`src/rtl/alnsft_pkg.sv`:
```
// Shared types for the alignment-shift accumulator: command/state encodings and
// the control-side port bundles used inside the top.
package alnsft_pkg;

    typedef enum logic [1:0] {
        CMD_ACC   = 2'd0,
        CMD_LOAD  = 2'd1,
        CMD_CLR   = 2'd2,
        CMD_DRAIN = 2'd3
    } cmd_e;

    typedef enum logic [1:0] {
        ST_RUN   = 2'd0,
        ST_PEND  = 2'd1,
        ST_DRAIN = 2'd2
    } state_e;

    // Data fields are parameter-sized, so only the fixed-width control fields are bundled.
    typedef struct packed {
        logic valid;
        logic ready;
        cmd_e cmd;
    } alnsft_in_t;

    typedef struct packed {
        logic valid;
        logic ready;
    } alnsft_out_t;

endpackage

```
`src/rtl/alnsft_lane.sv`:
```
// One lane of the alignment shifter: right shift plus OR of the shifted-out bits.
// Sticky logic is only built when ALNSFT_STICKY_EN is defined; otherwise bit 0 is tied to 0.
module alnsft_lane #(
    parameter int ACC_W = 48,
    parameter int SFT_W = 6
) (
    input  logic [ACC_W-1:0] i_data,
    input  logic [SFT_W-1:0] i_sft,
    output logic [ACC_W:0]   o_aln
);

    logic [ACC_W-1:0] w_val;
    logic             w_sticky;

    // Shift amounts at or beyond ACC_W naturally yield zero.
    assign w_val = i_data >> i_sft;

`ifdef ALNSFT_STICKY_EN
    logic [ACC_W-1:0] w_mask;

    // Mask selects exactly the bits that fall off the bottom; all ones when sft >= ACC_W.
    assign w_mask   = ~({ACC_W{1'b1}} << i_sft);
    assign w_sticky = |(i_data & w_mask);
`else
    assign w_sticky = 1'b0;
`endif

    assign o_aln = {w_val, w_sticky};

endmodule

```
`src/rtl/alnsft_acc.sv`:
```
// Pipelined per-lane alignment shifter feeding per-lane accumulators with a drain port.
// Optional sticky collection is enabled by defining ALNSFT_STICKY_EN.
module alnsft_acc
    import alnsft_pkg::*;
#(
    parameter int LANES = 4,
    parameter int ACC_W = 48,
    parameter int SFT_W = 6
) (
    input  logic                                    clk,
    input  logic                                    reset,
    input  logic                                    in_valid,
    output logic                                    in_ready,
    input  logic [1:0]                              in_cmd,
    input  logic [LANES-1:0]                        in_lane_en,
    input  logic [LANES*ACC_W-1:0]                  in_data,
    input  logic [LANES*SFT_W-1:0]                  in_sft,
    output logic                                    aln_valid,
    output logic [LANES*(ACC_W+1)-1:0]              aln,
    output logic                                    out_valid,
    input  logic                                    out_ready,
    output logic [((LANES > 1) ? $clog2(LANES) : 1)-1:0] out_lane,
    output logic [ACC_W-1:0]                        out_acc
);

    localparam int LW = (LANES > 1) ? $clog2(LANES) : 1;

    // Handshake: a beat transfers on a rising edge where valid && ready; valid never waits on ready.
    alnsft_in_t                    w_in;
    alnsft_out_t                   w_out;
    logic                          w_fire;
    logic                          w_out_fire;
    logic [LANES*(ACC_W+1)-1:0]    w_aln;

    logic                          r_rdy;
    state_e                        r_state;
    state_e                        w_state_nxt;
    logic [LW-1:0]                 r_out_lane;
    logic [LW-1:0]                 w_lane_nxt;

    logic                          r_a_valid;
    cmd_e                          r_a_cmd;
    logic [LANES-1:0]              r_a_en;
    logic [LANES*(ACC_W+1)-1:0]    r_aln;
    logic [ACC_W-1:0]              r_acc [LANES];

    assign w_in.valid  = in_valid;
    assign w_in.cmd    = cmd_e'(in_cmd);
    assign w_in.ready  = r_rdy && (r_state == ST_RUN);
    assign w_fire      = w_in.valid && w_in.ready;

    assign w_out.valid = (r_state == ST_DRAIN);
    assign w_out.ready = out_ready;
    assign w_out_fire  = w_out.valid && w_out.ready;

    assign in_ready    = w_in.ready;
    assign out_valid   = w_out.valid;
    assign out_lane    = r_out_lane;
    assign out_acc     = r_acc[r_out_lane];
    assign aln_valid   = r_a_valid;
    assign aln         = r_aln;

    for (genvar g = 0; g < LANES; g++) begin : g_lane
        alnsft_lane #(
            .ACC_W (ACC_W),
            .SFT_W (SFT_W)
        ) u_lane (
            .i_data (in_data[g*ACC_W +: ACC_W]),
            .i_sft  (in_sft[g*SFT_W +: SFT_W]),
            .o_aln  (w_aln[g*(ACC_W+1) +: ACC_W+1])
        );
    end

    // Stage A: every accepted beat is registered, including CLR/DRAIN tokens.
    always_ff @(posedge clk or negedge reset) begin
        if (!reset) begin
            r_a_valid <= 1'b0;
            r_a_cmd   <= CMD_ACC;
            r_a_en    <= '0;
            r_aln     <= '0;
        end else begin
            r_a_valid <= w_fire;
            if (w_fire) begin
                r_a_cmd <= w_in.cmd;
                r_a_en  <= in_lane_en;
                r_aln   <= w_aln;
            end
        end
    end

    // Stage B: single-cycle read-modify-write, so consecutive beats never collide.
    always_ff @(posedge clk or negedge reset) begin
        if (!reset) begin
            for (int i = 0; i < LANES; i++) r_acc[i] <= '0;
        end else if (r_a_valid) begin
            for (int i = 0; i < LANES; i++) begin
                if (r_a_en[i]) begin
                    case (r_a_cmd)
                        CMD_ACC:  r_acc[i] <= r_acc[i] + r_aln[i*(ACC_W+1)+1 +: ACC_W];
                        CMD_LOAD: r_acc[i] <= r_aln[i*(ACC_W+1)+1 +: ACC_W];
                        CMD_CLR:  r_acc[i] <= '0;
                        default:  r_acc[i] <= r_acc[i];
                    endcase
                end
            end
        end
    end

    always_ff @(posedge clk or negedge reset) begin
        if (!reset) begin
            r_rdy      <= 1'b0;
            r_state    <= ST_RUN;
            r_out_lane <= '0;
        end else begin
            r_rdy      <= 1'b1;
            r_state    <= w_state_nxt;
            r_out_lane <= w_lane_nxt;
        end
    end

    always_comb begin
        w_state_nxt = r_state;
        w_lane_nxt  = r_out_lane;
        case (r_state)
            ST_RUN: begin
                if (w_fire && (w_in.cmd == CMD_DRAIN)) w_state_nxt = ST_PEND;
            end
            ST_PEND: begin
                // The DRAIN token in stage A means all earlier commands have already retired.
                if (r_a_valid && (r_a_cmd == CMD_DRAIN)) begin
                    w_state_nxt = ST_DRAIN;
                    w_lane_nxt  = '0;
                end
            end
            ST_DRAIN: begin
                if (w_out_fire) begin
                    if (r_out_lane == LW'(LANES - 1)) begin
                        w_state_nxt = ST_RUN;
                        w_lane_nxt  = '0;
                    end else begin
                        w_lane_nxt  = r_out_lane + LW'(1);
                    end
                end
            end
            default: begin
                w_state_nxt = ST_RUN;
                w_lane_nxt  = '0;
            end
        endcase
    end

endmodule
```
`config.mk`:
```
export PLATFORM = sky130hd
export DESIGN_NAME = alnsft_acc
export DESIGN_NICKNAME = d
export VERILOG_FILES = /design/src/rtl/alnsft_pkg.sv /design/src/rtl/alnsft_lane.sv /design/src/rtl/alnsft_acc.sv
export SDC_FILE = /design/constraint.sdc
export NUM_CORES = 2
export LEC_CHECK = 0
export ABC_AREA = 1
export ABC_CLOCK_PERIOD_IN_PS = 1900
export BUFFER_PORTS_ARGS = -buffer_cell sky130_fd_sc_hd__buf_4
export CAP_MARGIN = 10
export CORE_AREA = 2 2 288 290
export CTS_CLUSTER_SIZE = 28
export DETAILED_ROUTE_END_ITERATION = 8
export DIE_AREA = 0 0 290 292
export GPL_TIMING_DRIVEN = 0
export HOLD_SLACK_MARGIN = 0.1
export PLACE_DENSITY = 0.77
export SETUP_SLACK_MARGIN = 0.3
export SLEW_MARGIN = 20
export SYNTH_ARGS = -nofsm -noshare
export SYNTH_HDL_FRONTEND = slang
export SYNTH_SLANG_ARGS = --single-unit
export TNS_END_PERCENT = 50
```
`constraint.sdc`:
```
create_clock -name clk -period 1.9 [get_ports clk]
set_input_delay 0.38 -clock clk [delete_from_list [all_inputs] [get_ports clk]]
set_output_delay 0.38 -clock clk [all_outputs]
set_load 0.1 [all_outputs]
```
==> results of run 1 <==
-- cells by family after synthesis --
kind of cell	count (synthesis)
xor gates and xnor gates	40
muxes	25
adders and majority gates	195
other	2
and+or+nand+nor	4565
DFF	396
buffers and inverters	1361
AOI/OAI and AO/OA	1265
-- repair_timing --
action | CTS
pin swaps | 252
endpoints found under the hold margin | 82
buffers inserted | 288
gates cloned | 18
hold buffers | 6
resized for setup | 1295
setup endpoints to repair | 638
-- per-stage QoR --
step	std cells	setup TNS [ns]	cell area (µm²)	setup WS, ns
floorplan	7852	-39.90	48200	-0.289
global placement	9378	-1747.39	53000	-4.52
detailed placement	9382	-210.30	53100	-1.25
CTS	9783	-65.13	62500	-0.720
-- per-layer routing --
layer  GRT overflow  track usage (%)
met5             19             62.2
met4            358             88.2
met3            142             79.3
met2            730              100
met1            135             87.5
==> results.sh, run 1 <==
export IMPL_outcome="aborted with a tool error"
export IMPL_lastStage="global routing"
export IMPL_error="[ERROR GRT-0232] Routing congestion too high. Check the congestion heatmap in the GUI."
export IMPL_ys_seq_area_share_pct=22.2
export IMPL_synth_simple_area_share_pct=42.9
export IMPL_synth_edff_count=0
export IMPL_yosysMostFrequentCell="nand2_1"
export IMPL_gp_congestion=1.20
export IMPL_synth_seq_cells=396
export IMPL_fp_dieH_um=292
export IMPL_grt_max_degree=95
export IMPL_synth_compound_area_share_pct=16.0
export IMPL_ys_types=49
export IMPL_synth_top_area_share_pct=23.5
export IMPL_ios=475
export IMPL_start_util_pct=54.7
export IMPL_h_tree_depth=2
export IMPL_dpl_hpwl_um=185000
export IMPL_numClockSinks=396
export IMPL_die_w_um=290
export IMPL_synth_flop_cell="dfrtp_1"
export IMPL_cts_buffers_inserted=49
export IMPL_port_buffers=456
export IMPL_cts_path_max_buffers=3
export IMPL_worst_ep_kind="output port"
export IMPL_rows=105
export IMPL_yosysTopAreaCell="nand2_1"
export IMPL_synthMuxAreaShare_pct=0.589
export IMPL_yosys_warnings=0
export IMPL_ys_top_cells_by_area="nand2_1 24%, dfrtp_1 22%, nand3_1 11%"
export IMPL_synth_adder_area_share_pct=5.53
export IMPL_synth_async_reset_ratio_pct=100
export IMPL_synth_commonest_cells="2795 x nand2_1, 984 x inv_1, 969 x nand3_1"
export IMPL_synth_xor_area_share_pct=0.785
export IMPL_synth_top_family_by_area="simple AND/OR/NAND/NOR gates"
export IMPL_avgSynthCellArea_um2=5.69
export IMPL_cts_root_buf="clkbuf_16"
export IMPL_crit_endpoint="out_acc[13]"
export IMPL_overflow=1384
export IMPL_synth_cell_area_um2=44600
export IMPL_track_usage_pct=88.6
export IMPL_postSynthCellCount=7849
==> inputs of run 2 (changes only) <==
- ABC_CLOCK_PERIOD_IN_PS: 1900 -> 2470
- CORE_AREA: 2 2 288 290 -> 2 2 338 340
- CTS_CLUSTER_SIZE: 28 -> unset
- DIE_AREA: 0 0 290 292 -> 0 0 340 342
- HOLD_SLACK_MARGIN: 0.1 -> unset
- PLACE_DENSITY: 0.77 -> unset
- PLACE_DENSITY_LB_ADDON: unset -> 0.15
- SETUP_SLACK_MARGIN: 0.3 -> unset
- clock period: 1.9 -> 2.47 ns (I/O delays scaled with it)
==> results.sh, run 2 <==
export IMPL_critPathLaunchType="flop"
export IMPL_r2r_slack_ns=-0.03
export IMPL_ys_top_cells_by_area="nand2_1 24%, dfrtp_1 22%, nand3_1 11%"
export IMPL_rows=124
export IMPL_irDropWorstVdd_mv=1.36
export IMPL_ios=475
export IMPL_dpl_hpwl_um=208000
export IMPL_synth_top_area_share_pct=23.5
export IMPL_worstSkewPairLatency_ns=0.66
export IMPL_yosysTopAreaCell="nand2_1"
export IMPL_crit_arrival_ns=2.28
export IMPL_antenna_found_initial=10
export IMPL_ys_seq_area_share_pct=22.2
export IMPL_outcome="finished, violations left"
export IMPL_track_usage_pct=41.1
export IMPL_postSynthCellCount=7849
export IMPL_yosys_warnings=0
export IMPL_fillers=12054
export IMPL_cts_buffers_inserted=51
export IMPL_fin_crit_ns=2.78
export IMPL_grt_max_degree=93
export IMPL_synth_flop_cell="dfrtp_1"
export IMPL_path_cells="clkinv_8 -> buf_4 -> o21ai_2 -> o22ai_4 -> buf_8"
export IMPL_drcViolationCount=0
export IMPL_fin_crit_sh_pct=113
export IMPL_crit_type="reg2out"
export IMPL_yosysMostFrequentCell="nand2_1"
export IMPL_first_pass_iters=6
export IMPL_synth_async_reset_ratio_pct=100
export IMPL_finalWorstSetupSlack_ns=-0.309
export IMPL_avgSynthCellArea_um2=5.69
export IMPL_final_setup_skew_ns=0.0424
export IMPL_die_area_um2=116000
export IMPL_overflow=0
export IMPL_synth_edff_count=0
export IMPL_cts_path_max_buffers=3
export IMPL_violations="negative setup slack"
export IMPL_cts_reportedPaths_clkPinSlew_ns=0.06
export IMPL_vias=56183
export IMPL_synth_seq_cells=396
export IMPL_layout_commonest_cell="nand2_1"
export IMPL_grt_pass1_vias=52668
export IMPL_holdWs_ns=0.122
export IMPL_port_buffers=456
export IMPL_gp_congestion=1.10
export IMPL_end_kind="output port"
export IMPL_start_util_pct=39.5
export IMPL_die_w_um=340
export IMPL_slew_violations=0
export IMPL_fp_dieH_um=342
export IMPL_drive_gt1_share_pct=17.4
export IMPL_ys_types=49
export IMPL_cap_violations=0
export IMPL_drt_total_wl_um=249000
export IMPL_tightest_slew_ns=1.18
export IMPL_avgRoutedWirePerCell_um=25.0
export IMPL_nets=8823
export IMPL_ant_nets=0
export IMPL_cts_root_buf="clkbuf_16"
export IMPL_cp_slowest_cell="dfrtp_4"
export IMPL_h_tree_depth=2
export IMPL_areaGrowthSynthToFinish_pct=25.9
export IMPL_grt_pass1_wl_um=354000
export IMPL_rsz0062_at_grt="yes"
export IMPL_synth_cell_area_um2=44600
export IMPL_cpPeakStageDelay_ns=0.55
export IMPL_hold_violations=0
export IMPL_drt_iter0_drc=5818
export IMPL_slew_headroom_pct=21.5
export IMPL_power_w=0.0989
export IMPL_mostFrequentLayoutCells="2735 x nand2_1, 980 x inv_1, 935 x nand3_1"
export IMPL_coreArea_um2=113000
export IMPL_crit_fanout=10
export IMPL_hp_class="in2reg"
export IMPL_numClockSinks=396
export IMPL_synth_commonest_cells="2795 x nand2_1, 984 x inv_1, 969 x nand3_1"
export IMPL_p_leak_nw=28.8
export IMPL_fmax_mhz=360
export IMPL_viasPerCell=5.64
export IMPL_cts_tree="yes"
export IMPL_cp_required_ns=1.98
export IMPL_finalSetupViolations=52
export IMPL_p_per_area_nw_per_um2=1760
run 2: cell counts after synthesis:
No cell type changed its count.
run 2: kinds of logic (layout without fill, tap and decap cells):
logic type                 after synthesis  count (layout)  share of synthesized area [%]
and+or+nand+nor                       4565            4565                           42.9
adders and majority gates              195             195                           5.53
AOI/OAI and AO/OA                     1265            1265                           16.0
muxes                                   25              25                          0.589
xor gates and xnor gates                40              40                          0.785
other                                    2              11                         0.0168
DFF                                    396             396                           22.2
buffers and inverters                 1361            1950                           12.0
run 2: path summary, 6_finish.rpt:
kind / end / from / cells past startpoint
min in group asynchronous: aln[17] / reset / 3
setup / recovery: out_acc[32] / out_lane[0] / 5
setup reg to reg: r_acc[61] / r_a_cmd[0] / 9
hold reg to reg: r_a_en[3] / r_a_en[3] / 2
hold / removal: r_a_en[3] / in_lane_en[3] / 3
max in group asynchronous: r_acc[81] / reset / 5
run 2: worst max-delay path, delay by kind of cell (launching register included):
| family | cells | cell delay [ns] |
|---|---|---|
| flops | 1 | 0.55 |
| compound gates | 2 | 0.55 |
| buf+inv | 3 | 0.54 |
run 2: timing repair:
item / CTS / global route
pin swaps: 23 / 32
setup endpoints to repair: 370 / 253
gates cloned: 2 / 6
hold buffers: 1 / 0
hold endpoints to repair: 82 / 0
gates resized for setup: 507 / 421
buffers inserted: 11 / 19
run 2: through the flow:
stage                     setup WS (ns)   TNS, ns  util, %  area [µm²]  std cells
after floorplan                  -0.106    -0.987        -       45300       7852
after global placement            -4.34  -1528.02     44.7       50600       9820
after detailed placement         -0.866   -122.17     44.9       50800       9825
after CTS                        -0.260    -11.46     47.9       54200       9928
after global routing             -0.271    -11.76     49.7       56200       9957
final                            -0.309    -11.46     49.7       56200       9959
run 2: cell type report:
cell class,instances,area [µm²],area share (%)
well taps,1512,1890,3.37
plain buffers,348,1920,3.42
multi-input cells,6095,32300,57.5
inverters,1010,3810,6.78
diodes,6,15.0,0.0267
repair inverters,1,8.76,0.0156
flip-flops and latches,396,10000,17.8
clock buffers,74,1480,2.62
repair buffers,499,4530,8.06
clock inverters,18,185,0.329
run 2: per-layer routing:
layer  vias to the layer above  global-route usage (%)  routed length (µm)
li1                      26374                       -                   -
met1                     26521                    52.5              100000
met2                      2709                    66.4              111000
met3                       575                    7.04               22200
met4                         4                    21.6               15900
met5                         -                       0                  24
run 2: power by group:
part           total, W  leakage (nW)  switching (W)  internal [W]
clock network   0.00785         0.803        0.00341       0.00444
logic            0.0739          23.3         0.0514        0.0225
registers        0.0171          4.77        0.00765       0.00950
(Power assumes the default switching activity.)
